[src/rtl/crtc_pkg.sv]
// crtc_pkg: shared definitions for the CRTC timing generator and register file.
// Register indices, FSM encoding, sync-width decode and PET power-on register values.
package crtc_pkg;

    localparam int R_H_TOTAL    = 0;
    localparam int R_H_DISP     = 1;
    localparam int R_H_SYNC_POS = 2;
    localparam int R_SYNC_WIDTH = 3;
    localparam int R_V_TOTAL    = 4;
    localparam int R_V_ADJ      = 5;
    localparam int R_V_DISP     = 6;
    localparam int R_V_SYNC_POS = 7;
    localparam int R_MODE       = 8;
    localparam int R_MAX_RA     = 9;
    localparam int R_CUR_START  = 10;
    localparam int R_CUR_END    = 11;
    localparam int R_START_H    = 12;
    localparam int R_START_L    = 13;
    localparam int R_CURSOR_H   = 14;
    localparam int R_CURSOR_L   = 15;

    typedef enum logic [1:0] {
        START  = 2'd0,
        ROWS   = 2'd1,
        ADJUST = 2'd2
    } crtc_state_e;

    // PET defaults, R15 down to R0
    localparam logic [127:0] PET_REGS_DEFAULT = {
        8'h00, 8'h00, 8'h00, 8'h10, 8'h00, 8'h00, 8'h07, 8'h00,
        8'h21, 8'h19, 8'h05, 8'h28, 8'h0F, 8'h29, 8'h28, 8'h31
    };

    // 4-bit sync width field: zero encodes the maximum width of 16
    function automatic logic [4:0] sync_width(input logic [3:0] w);
        return (w == 4'd0) ? 5'd16 : {1'b0, w};
    endfunction

endpackage

[src/rtl/crtc_sync_pulse.sv]
// crtc_sync_pulse: start-match / width down-counter used for both h_sync
// (advanced per character) and v_sync (advanced per scanline).
module crtc_sync_pulse (
    input  logic       clk,
    input  logic       reset_n,
    input  logic       adv,
    input  logic       match,
    input  logic [4:0] width,
    output logic       active
);

    logic [4:0] rem;
    logic [4:0] rem_n;

    // rem counts units left including the one being entered; a match restarts it
    always_comb begin
        rem_n = rem;
        if (match)
            rem_n = width;
        else if (rem != 5'd0)
            rem_n = rem - 5'd1;
    end

    // update only when the owning counter steps to a new char/line
    always_ff @(posedge clk or negedge reset_n) begin
        if (!reset_n) begin
            rem    <= '0;
            active <= 1'b0;
        end else if (adv) begin
            rem    <= rem_n;
            active <= (rem_n != 5'd0);
        end
    end

endmodule

[src/rtl/crtc_timing.sv]
// crtc_timing: 6845/6545-style non-interlaced video timing generator.
// Reads live R0..R15, advances one character per cclk_en pulse.
// Optional cursor/blink logic is built when CRTC_CURSOR_EN is defined.
module crtc_timing
    import crtc_pkg::*;
#(
    parameter int MA_WIDTH  = 14,
    parameter int ROW_WIDTH = 7
) (
    input  logic                clk,
    input  logic                reset_n,
    input  logic                cclk_en,
    input  logic [127:0]        crtc_regs,
    output logic [MA_WIDTH-1:0] ma,
    output logic [4:0]          ra,
    output logic                h_sync,
    output logic                v_sync,
    output logic                de,
    output logic                cursor
);

    // register fields
    logic [7:0]           r_htot, r_hdisp, r_hsp, r_sw;
    logic [ROW_WIDTH-1:0] r_vtot, r_vdisp, r_vsp;
    logic [4:0]           r_vadj, r_maxra;
    logic [MA_WIDTH-1:0]  start_addr;

    assign r_htot     = crtc_regs[8*R_H_TOTAL    +: 8];
    assign r_hdisp    = crtc_regs[8*R_H_DISP     +: 8];
    assign r_hsp      = crtc_regs[8*R_H_SYNC_POS +: 8];
    assign r_sw       = crtc_regs[8*R_SYNC_WIDTH +: 8];
    assign r_vtot     = crtc_regs[8*R_V_TOTAL    +: ROW_WIDTH];
    assign r_vdisp    = crtc_regs[8*R_V_DISP     +: ROW_WIDTH];
    assign r_vsp      = crtc_regs[8*R_V_SYNC_POS +: ROW_WIDTH];
    assign r_vadj     = crtc_regs[8*R_V_ADJ      +: 5];
    assign r_maxra    = crtc_regs[8*R_MAX_RA     +: 5];
    assign start_addr = MA_WIDTH'({crtc_regs[8*R_START_H +: 6], crtc_regs[8*R_START_L +: 8]});

    // R8 and the unused high bits of several fields are intentionally ignored
    logic unused_regs;
    assign unused_regs = ^crtc_regs;

    crtc_state_e          state, state_n;
    logic [7:0]           h, h_n;
    logic [4:0]           ra_n;
    logic [ROW_WIDTH-1:0] row, row_n;
    logic [MA_WIDTH-1:0]  ma_row, ma_row_n, ma_n;
    logic                 eol, line_adv, frame_end;
    logic                 de_n, cursor_n;

    // equality only: a register lowered below the counter lets it wrap naturally
    assign eol = (h == r_htot);

    // character / scanline / row sequencing
    always_comb begin
        state_n   = state;
        h_n       = h;
        ra_n      = ra;
        row_n     = row;
        ma_row_n  = ma_row;
        line_adv  = 1'b0;
        frame_end = 1'b0;
        case (state)
            START: begin
                state_n  = ROWS;
                h_n      = '0;
                ra_n     = '0;
                row_n    = '0;
                ma_row_n = start_addr;
                line_adv = 1'b1;
            end
            ROWS: begin
                if (eol) begin
                    line_adv = 1'b1;
                    h_n      = '0;
                    if (ra != r_maxra) begin
                        ra_n = ra + 5'd1;
                    end else begin
                        ra_n     = '0;
                        ma_row_n = ma_row + MA_WIDTH'(r_hdisp);
                        if (row != r_vtot)
                            row_n = row + ROW_WIDTH'(1);
                        else if (r_vadj != 5'd0)
                            state_n = ADJUST;
                        else
                            frame_end = 1'b1;
                    end
                end else begin
                    h_n = h + 8'd1;
                end
            end
            ADJUST: begin
                if (eol) begin
                    line_adv = 1'b1;
                    h_n      = '0;
                    if (ra == r_vadj - 5'd1)
                        frame_end = 1'b1;
                    else
                        ra_n = ra + 5'd1;
                end else begin
                    h_n = h + 8'd1;
                end
            end
            default: state_n = START;
        endcase
        // start address is only re-read here, giving a frame-stable shadow of R12/R13
        if (frame_end) begin
            state_n  = ROWS;
            h_n      = '0;
            ra_n     = '0;
            row_n    = '0;
            ma_row_n = start_addr;
        end
    end

    // outputs for the character being entered
    assign ma_n = ma_row_n + MA_WIDTH'(h_n);
    assign de_n = (h_n < r_hdisp) && (state_n == ROWS) && (row_n < r_vdisp);

    crtc_sync_pulse u_hsync (
        .clk     (clk),
        .reset_n (reset_n),
        .adv     (cclk_en),
        .match   (h_n == r_hsp),
        .width   (sync_width(r_sw[3:0])),
        .active  (h_sync)
    );

    crtc_sync_pulse u_vsync (
        .clk     (clk),
        .reset_n (reset_n),
        .adv     (cclk_en && line_adv),
        .match   ((state_n == ROWS) && (ra_n == 5'd0) && (row_n == r_vsp)),
        .width   (sync_width(r_sw[7:4])),
        .active  (v_sync)
    );

`ifdef CRTC_CURSOR_EN
    logic [4:0]          frame_cnt, frame_cnt_n;
    logic [MA_WIDTH-1:0] cur_addr;
    logic [4:0]          r_cstart, r_cend;
    logic                blink_on;

    assign frame_cnt_n = frame_end ? frame_cnt + 5'd1 : frame_cnt;
    assign cur_addr    = MA_WIDTH'({crtc_regs[8*R_CURSOR_H +: 6], crtc_regs[8*R_CURSOR_L +: 8]});
    assign r_cstart    = crtc_regs[8*R_CUR_START +: 5];
    assign r_cend      = crtc_regs[8*R_CUR_END   +: 5];

    // blink mode in R10[6:5], judged against the frame being entered
    always_comb begin
        case (crtc_regs[8*R_CUR_START+5 +: 2])
            2'b00:   blink_on = 1'b1;
            2'b01:   blink_on = 1'b0;
            2'b10:   blink_on = ~frame_cnt_n[3];
            default: blink_on = ~frame_cnt_n[4];
        endcase
    end

    assign cursor_n = blink_on && de_n && (ma_n == cur_addr) &&
                      (ra_n >= r_cstart) && (ra_n <= r_cend);

    // frame counter drives blink phase
    always_ff @(posedge clk or negedge reset_n) begin
        if (!reset_n)
            frame_cnt <= '0;
        else if (cclk_en)
            frame_cnt <= frame_cnt_n;
    end
`else
    assign cursor_n = 1'b0;
`endif

    // state and registered outputs, frozen while cclk_en is low
    always_ff @(posedge clk or negedge reset_n) begin
        if (!reset_n) begin
            state  <= START;
            h      <= '0;
            ra     <= '0;
            row    <= '0;
            ma_row <= '0;
            ma     <= '0;
            de     <= 1'b0;
            cursor <= 1'b0;
        end else if (cclk_en) begin
            state  <= state_n;
            h      <= h_n;
            ra     <= ra_n;
            row    <= row_n;
            ma_row <= ma_row_n;
            ma     <= ma_n;
            de     <= de_n;
            cursor <= cursor_n;
        end
    end

endmodule

[config.mk]
export PLATFORM = sky130hd
export DESIGN_NAME = crtc_timing
export DESIGN_NICKNAME = d
export VERILOG_FILES = /design/src/rtl/crtc_pkg.sv /design/src/rtl/crtc_sync_pulse.sv /design/src/rtl/crtc_timing.sv
export SDC_FILE = /design/constraint.sdc
export NUM_CORES = 1
export LEC_CHECK = 0
export CORE_ASPECT_RATIO = 1.5
export CORE_MARGIN = 1
export CORE_UTILIZATION = 50
export DETAILED_ROUTE_END_ITERATION = 10
export HOLD_SLACK_MARGIN = 0.05
export PLACE_DENSITY = 0.92
export SYNTH_ARGS = -nofsm -noshare
export SYNTH_HDL_FRONTEND = slang
export SYNTH_SLANG_ARGS = --single-unit
[constraint.sdc]
create_clock -name clk -period 10.4 [get_ports clk]
set_input_delay 2.08 -clock clk [delete_from_list [all_inputs] [get_ports clk]]
set_output_delay 2.08 -clock clk [all_outputs]
set_load 0.02 [all_outputs]
==> flow_metrics.tcl, run 1 <==
set metrics [dict create \
    outcome "completed" \
    final_nets 971 \
    path_common_cell "o21ai_0" \
    grt_overflow_total 0 \
    synth_area_leaders "dfrtp_1, ha_1, mux2_2" \
    worstSkewPairLatency_ns 0.34 \
    netlist.top_cell.by_area "dfrtp_1" \
    ctsRootBufferMaster "clkbuf_16" \
    setup_ws_ns 2.90 \
    crit_chain "clkdlybuf4s50_1 > inv_1 > ha_1 > or4b_1 > or3_1 > or4b_1 > nand3_2 > nand2_1 > o21ai_0 > ha_1 > inv_1 > fa_1 > nor2b_1 > o21ai_0 > a21boi_0 > o21ai_0 > a21boi_0 > o21a_1 > o2111ai_1 > nor2_1 > xor2_1 > mux2_2" \
    vias 6078 \
    pin_count 154 \
    antenna_cells 0 \
    row_count 48 \
    max-vdd-ir-drop_uv 160 \
    power_density_nw_per_um2 226 \
    die_area_um2 12500 \
    synth_cells 720 \
    cts-resized-gates 0 \
    cts_buffers 9 \
    synth.distinct_cells 84 \
    cts_tree "built" \
    dr.pass1.iters 5 \
    drc 0 \
    cp_max_fo 14 \
    grt_usage_pct 28.2 \
    min_period_ns 7.50 \
    die_y_um 136 \
    slew_headroom_pct 27.9 \
    syn_avg_cell_area_um2 8.34 \
    hold_viol_final 0 \
    cts_sinks 63 \
    synth_top_area_share_pct 26.3 \
    placed_cell_area_um2 7060 \
    synth-async-reset-ratio_pct 100 \
    grt_max_degree 64 \
    ys_seq_area_share_pct 26.2 \
    coreArea_um2 11600 \
    clkTransAtPathRegs_ns 0.05 \
    worstPathArrival_ns 7.72 \
    worst_pin_slew_ns 1.07 \
    yosys_most_used_dff "dfrtp_1" \
    min_path_cells 1 \
    io_buffer_count 101 \
    rsz0062_at_grt "false" \
    htree_levels 3 \
    place_inst 938 \
    vias_per_cell 6.38 \
    dp_slack_ns 2.67 \
    leakage_nw 3.10 \
    crit_path_max_incr_delay_ns 0.67 \
    drt_iter0_drc 608 \
    critPathCaptureType "flip-flop" \
    routed_wl_um 17300 \
    gp_routability_congestion 0.900 \
    r2r_cells 20 \
    timing.final.crit_share_pct 72.1 \
    start_kind "primary input" \
    ant_nets 0 \
    tns_ns 0 \
    max-cap-violations 0 \
    antenna_found_initial 0 \
    synth_edf_count 0 \
    cts.path.max_buffers 2 \
    cp_slowest_cell "or4b_1" \
    ys_seq_elements 63 \
    syn_area_um2 6010 \
    wire_per_inst_um 18.1 \
    max_freq_mhz 133 \
    yosys_warnings 0 \
    cts_setup_buffers 0 \
    initial_core_util_pct 51.8 \
    setup_viol 0 \
    first_global_vias 5815 \
    finalInstanceArea_um2 7350 \
    hp-class "reg2reg" \
    fp.dieW_um 91.5 \
    area_growth_pct 22.5 \
    layout-drive-gt1-share_pct 10.1 \
    syn-num-nets 892 \
    fin_worst_skew_ns 0.00567 \
    cp_data_required_time_ns 10.62 \
    final_cells 953 \
    drv_slew 0 \
    grt_pass1_wl_um 27700 \
    hold_buffers 0 \
    path_class "in2reg" \
    dpl.hpwl_um 12500 \
]
[cells by family (layout without fill, tap and decap cells)]
logic type,Yosys count,after routing,share of synthesized area [%]
AOI/OAI and AO/OA,171,171,19.9
xor gates and xnor gates,48,48,7.25
buffers and inverters,78,161,5.42
adders and majority gates,41,41,8.79
DFF,63,63,26.2
other,1,1,0.0624
and+or+nand+nor,278,278,24.9
muxes,40,40,7.35
[critical path: cells and delay by family]
| family | cells | cell delay (ns) |
|---|---|---|
| buffers and inverters | 3 | 0.59 |
| AOI/OAI and AO/OA | 7 | 1.45 |
| and+or+nand+nor | 7 | 2.41 |
| muxes | 1 | 0.27 |
| xor gates and xnor gates | 1 | 0.07 |
| adders and majority gates | 3 | 0.85 |
[cells in the mapped netlist, types with 7 or more instances]
cell type,count
a21oi_1,28
a211oi_1,7
o21a_1,7
and3_1,14
dfrtp_1,63
o22ai_1,7
a21o_1,9
xor2_1,10
clkbuf_1,24
xnor2_1,36
a31oi_1,7
inv_1,39
mux2i_1,7
or3_1,9
nand4_1,20
ha_1,39
nand3_1,21
nor2b_1,8
nor3_1,21
nand2_1,60
mux2_2,33
nor2_1,66
a22o_1,10
o211ai_1,8
o21ai_0,35
nand2b_1,8
[stage by stage]
step	hold WS (ns)	power, W	util [%]
after floorplan	0.499	0.00107	-
after detailed placement	0.474	0.00133	60.9
final	0.480	0.00166	63.4
after global routing	0.522	0.00177	63.4
after CTS	0.485	0.00165	63.4
after global placement	0.471	0.00130	60.9
[cell type report]
cell class / instances / area [um2]
Timing Repair Buffer: 105 / 1030
Inverter: 41 / 156
Clock inverter: 3 / 42.5
Fill cell: 941 / 4240
Clock buffer: 12 / 256
Tap cell: 150 / 188
Multi-Input combinational cell: 579 / 4100
Sequential cell: 63 / 1580
[cell usage in the layout (no fill, tap or decap), types with 4 or more instances in the layout]
cell type	count
a21o_1	9
xor2_1	10
xnor2_1	36
nor2b_1	8
nand2_1	60
clkbuf_16	9
or2_2	4
nor3_1	21
and3_1	14
nor4_1	5
or3_1	9
o22ai_1	7
nand4_1	20
nand3_1	21
inv_1	39
a221oi_1	4
nand4b_1	6
a211oi_1	7
ha_1	39
o211ai_1	8
a21oi_1	28
mux2i_1	7
clkdlybuf4s50_1	99
o2111ai_1	5
nand2b_1	8
buf_4	4
a31oi_1	7
o21ai_0	35
mux2_2	33
o31a_1	4
dfrtp_1	63
o21a_1	7
a22o_1	10
and2_1	4
and4_1	5
nor2_1	66
[per-layer routing]
metal  vias up  GRT usage [%]  wire length, um
li1       2806              -                -
met1      2872           33.6             6710
met2       319           48.3             8510
met3        81           3.75             1220
met4         0           16.4              824
met5         -              0                0
[where the power goes]
| part | switching [W] | internal, W | total (W) |
|---|---|---|---|
| Clock | 0.000110 | 0.000197 | 0.000306 |
| Combinational | 0.000502 | 0.000432 | 0.000933 |
| Sequential | 0.0000904 | 0.000331 | 0.000421 |
| Total | 0.000702 | 0.000959 | 0.00166 |
[path summary, 6_finish.rpt]
check | from | endpoint | slack (ns)
max | crtc_regs[40] | ma[12] | 2.90
min | ma[6] | ma[6] | 0.48
max reg2reg | h[0] | ma[12] | 4.76
min reg2reg | ma[6] | ma[6] | 0.48
max in group asynchronous | reset_n | u_vsync.rem[3] | 7.90
min in group asynchronous | reset_n | u_hsync.rem[1] | 1.92
[sequential cells by signal (all words and copies together), names as in the netlist]
name            cells
ma_row             14
de                  1
ma                 14
ra                  5
u_vsync.rem         5
u_hsync.rem         5
u_hsync.active      1
state               2
u_vsync.active      1
row                 7
h                   8
Power figures use the tool's default switching activity.
==> inputs of run 2 (changes only) <==
- CORE_UTILIZATION: 50 -> 46
- PLACE_DENSITY: 0.92 -> 0.9
- clock period: 10.4 -> 6.8 ns (I/O delays scaled with it)
==> run 2 against run 1 <==
Compared with the run above: final area grew 1.3%; combinational power is 53% higher; non-clock buffer count grew 12; clock skew increased by 0.0042 ns; sequential cell count did not move; critical path type unchanged.
==> flow_metrics.tcl, run 2 (same netlist as run 1, synthesis figures left out) <==
set metrics [dict create \
    critical_path.top_delay_family "simple AND/OR/NAND/NOR gates" \
    die_area_um2 13500 \
    cts.path.max_buffers 2 \
    drc 0 \
    drt_iter0_drc 584 \
    cts-resized-gates 0 \
    critPathCaptureType "flip-flop" \
    antenna_cells 0 \
    cp_data_required_time_ns 7.02 \
    grt_pass1_wl_um 28200 \
    hp-class "reg2reg" \
    hold_viol_final 0 \
    worst_pin_slew_ns 1.10 \
    antenna_found_initial 0 \
    dpl.hpwl_um 12800 \
    final_nets 983 \
    power_density_nw_per_um2 342 \
    r2r_cells 21 \
    gp_routability_congestion 0.967 \
    cts_sinks 63 \
    pin_count 154 \
    grt_overflow_total 0 \
    wire_per_inst_um 17.9 \
    dr.pass1.iters 5 \
    final_common_cell "clkdlybuf4s50_1" \
    min-delay-start "ma[1]" \
    vias 6067 \
    routed_wl_um 17400 \
    row_count 50 \
    reg_top3 "ma (14), ma_row (14), h (8)" \
    timing.final.crit_share_pct 93.7 \
    outcome "completed" \
    r2r_slack_ns 1.51 \
    ant_nets 0 \
    cp_max_fo 6 \
    ctsRootBufferMaster "clkbuf_16" \
    grt_usage_pct 26.9 \
    layout-drive-gt1-share_pct 11.6 \
    max_freq_mhz 157 \
    fp.dieW_um 95.3 \
    min_path_cells 2 \
    start_kind "primary input" \
    worstSkewPairLatency_ns 0.34 \
    cts_buffers 9 \
    worstPathArrival_ns 6.59 \
    hold_buffers 0 \
    path_common_cell "o21ai_0" \
    r2r_start "state[1]" \
    vias_per_cell 6.24 \
    grt_max_degree 64 \
    crit_chain "clkdlybuf4s50_1 > inv_1 > ha_1 > or4b_1 > or3_1 > or4b_1 > nand3_2 > nand2_1 > o21ai_0 > ha_1 > inv_1 > fa_1 > nor2b_1 > o21ai_0 > a21boi_0 > o21ai_0 > a21boi_0 > o21a_1 > o2111ai_1 > nor2_1 > xor2_1 > mux2_2" \
    dp_slack_ns 0.177 \
    htree_levels 3 \
    cp_slowest_cell "or4b_1" \
    cts_tree "built" \
    mostFrequentLayoutCells "clkdlybuf4s50_1, nor2_1, dfrtp_1" \
    max-vdd-ir-drop_uv 240 \
    r2r_end "ma[12]" \
    path_class "in2reg" \
    io_buffer_count 101 \
    fin_worst_skew_ns 0.00983 \
    coreArea_um2 12600 \
    die_y_um 142 \
    crit_path_max_incr_delay_ns 0.53 \
    critPathBufInv 3 \
    drv_slew 0 \
    cts_setup_buffers 0 \
    min_to "ma[1]" \
    initial_core_util_pct 47.8 \
    clkTransAtPathRegs_ns 0.06 \
    tns_ns 0 \
    slew_headroom_pct 26.2 \
    max-cap-violations 0 \
    setup_ws_ns 0.431 \
    leakage_nw 3.16 \
    setup_viol 0 \
    first_global_vias 5798 \
    rsz0062_at_grt "false" \
    area_growth_pct 24.1 \
    min_period_ns 6.37 \
]
run 2: changes by cell type in the layout (fill, tap and decap cells not counted), sizes merged:
cell	previous run	this run
clkbuf	12	9
buf	6	18
clkinvlp	1	2
inv	41	42
clkinv	1	3
run 2: cell type report:
type / instances / area, um2
clock buffers: 9 / 225
clock inverters: 7 / 72.6
repair buffers: 117 / 1120
inverters: 41 / 156
well taps: 156 / 195
flip-flops and latches: 63 / 1580
multi-input cells: 579 / 4100
fillers: 1020 / 5120
run 2: stage by stage:
step	hold slack, ns	cell area [um2]	std cells	util, %	power (W)
floorplan	0.499	6010	720	-	0.00163
global placement	0.470	7150	956	56.9	0.00200
detailed placement	0.474	7150	956	56.9	0.00204
CTS	0.486	7450	972	59.3	0.00253
global route	0.514	7450	972	59.3	0.00273
finish	0.483	7450	972	59.3	0.00255
run 2: how the worst max path moves through the flow:
stage                        from      to  slack [ns]  cells past startpoint
floorplan           crtc_regs[40]  ma[12]        1.14                     23
global placement    crtc_regs[40]  ma[12]        0.30                     22
detailed placement  crtc_regs[40]  ma[12]        0.18                     22
CTS                 crtc_regs[40]  ma[12]        0.45                     22
global route        crtc_regs[40]  ma[12]        0.12                     22
finish              crtc_regs[40]  ma[12]        0.43                     22
run 2: where the power goes:
group / internal, W / total (W) / leakage (nW) / switching, W
combinational: 0.000668 / 0.00143 / 2.27 / 0.000765
clock: 0.000284 / 0.000470 / 0.142 / 0.000186
sequential: 0.000506 / 0.000642 / 0.746 / 0.000136
total: 0.00146 / 0.00255 / 3.16 / 0.00109
run 2: worst register-to-register path, cell delays in order (launching register included):
cell and delay, ns:
dfrtp_1 0.45, inv_1 0.11, ha_1 0.57, inv_2 0.24, or3_1 0.44, nor4_2 0.14, buf_4 0.25, a21oi_1 0.08
o21ai_0 0.31, ha_1 0.27, inv_1 0.08, fa_1 0.40, nor2b_1 0.12, o21ai_0 0.10, a21boi_0 0.32, o21ai_0 0.20
a21boi_0 0.31, o21a_1 0.17, o2111ai_1 0.14, nor2_1 0.14, xor2_1 0.07, mux2_2 0.26
run 2: routing by layer:
layer | track usage (%) | part of all wire [%]
met1 | 32.8 | 38
met2 | 44.2 | 48
met3 | 4.22 | 7.8
met4 | 15.4 | 5.6
met5 | 0 | 0
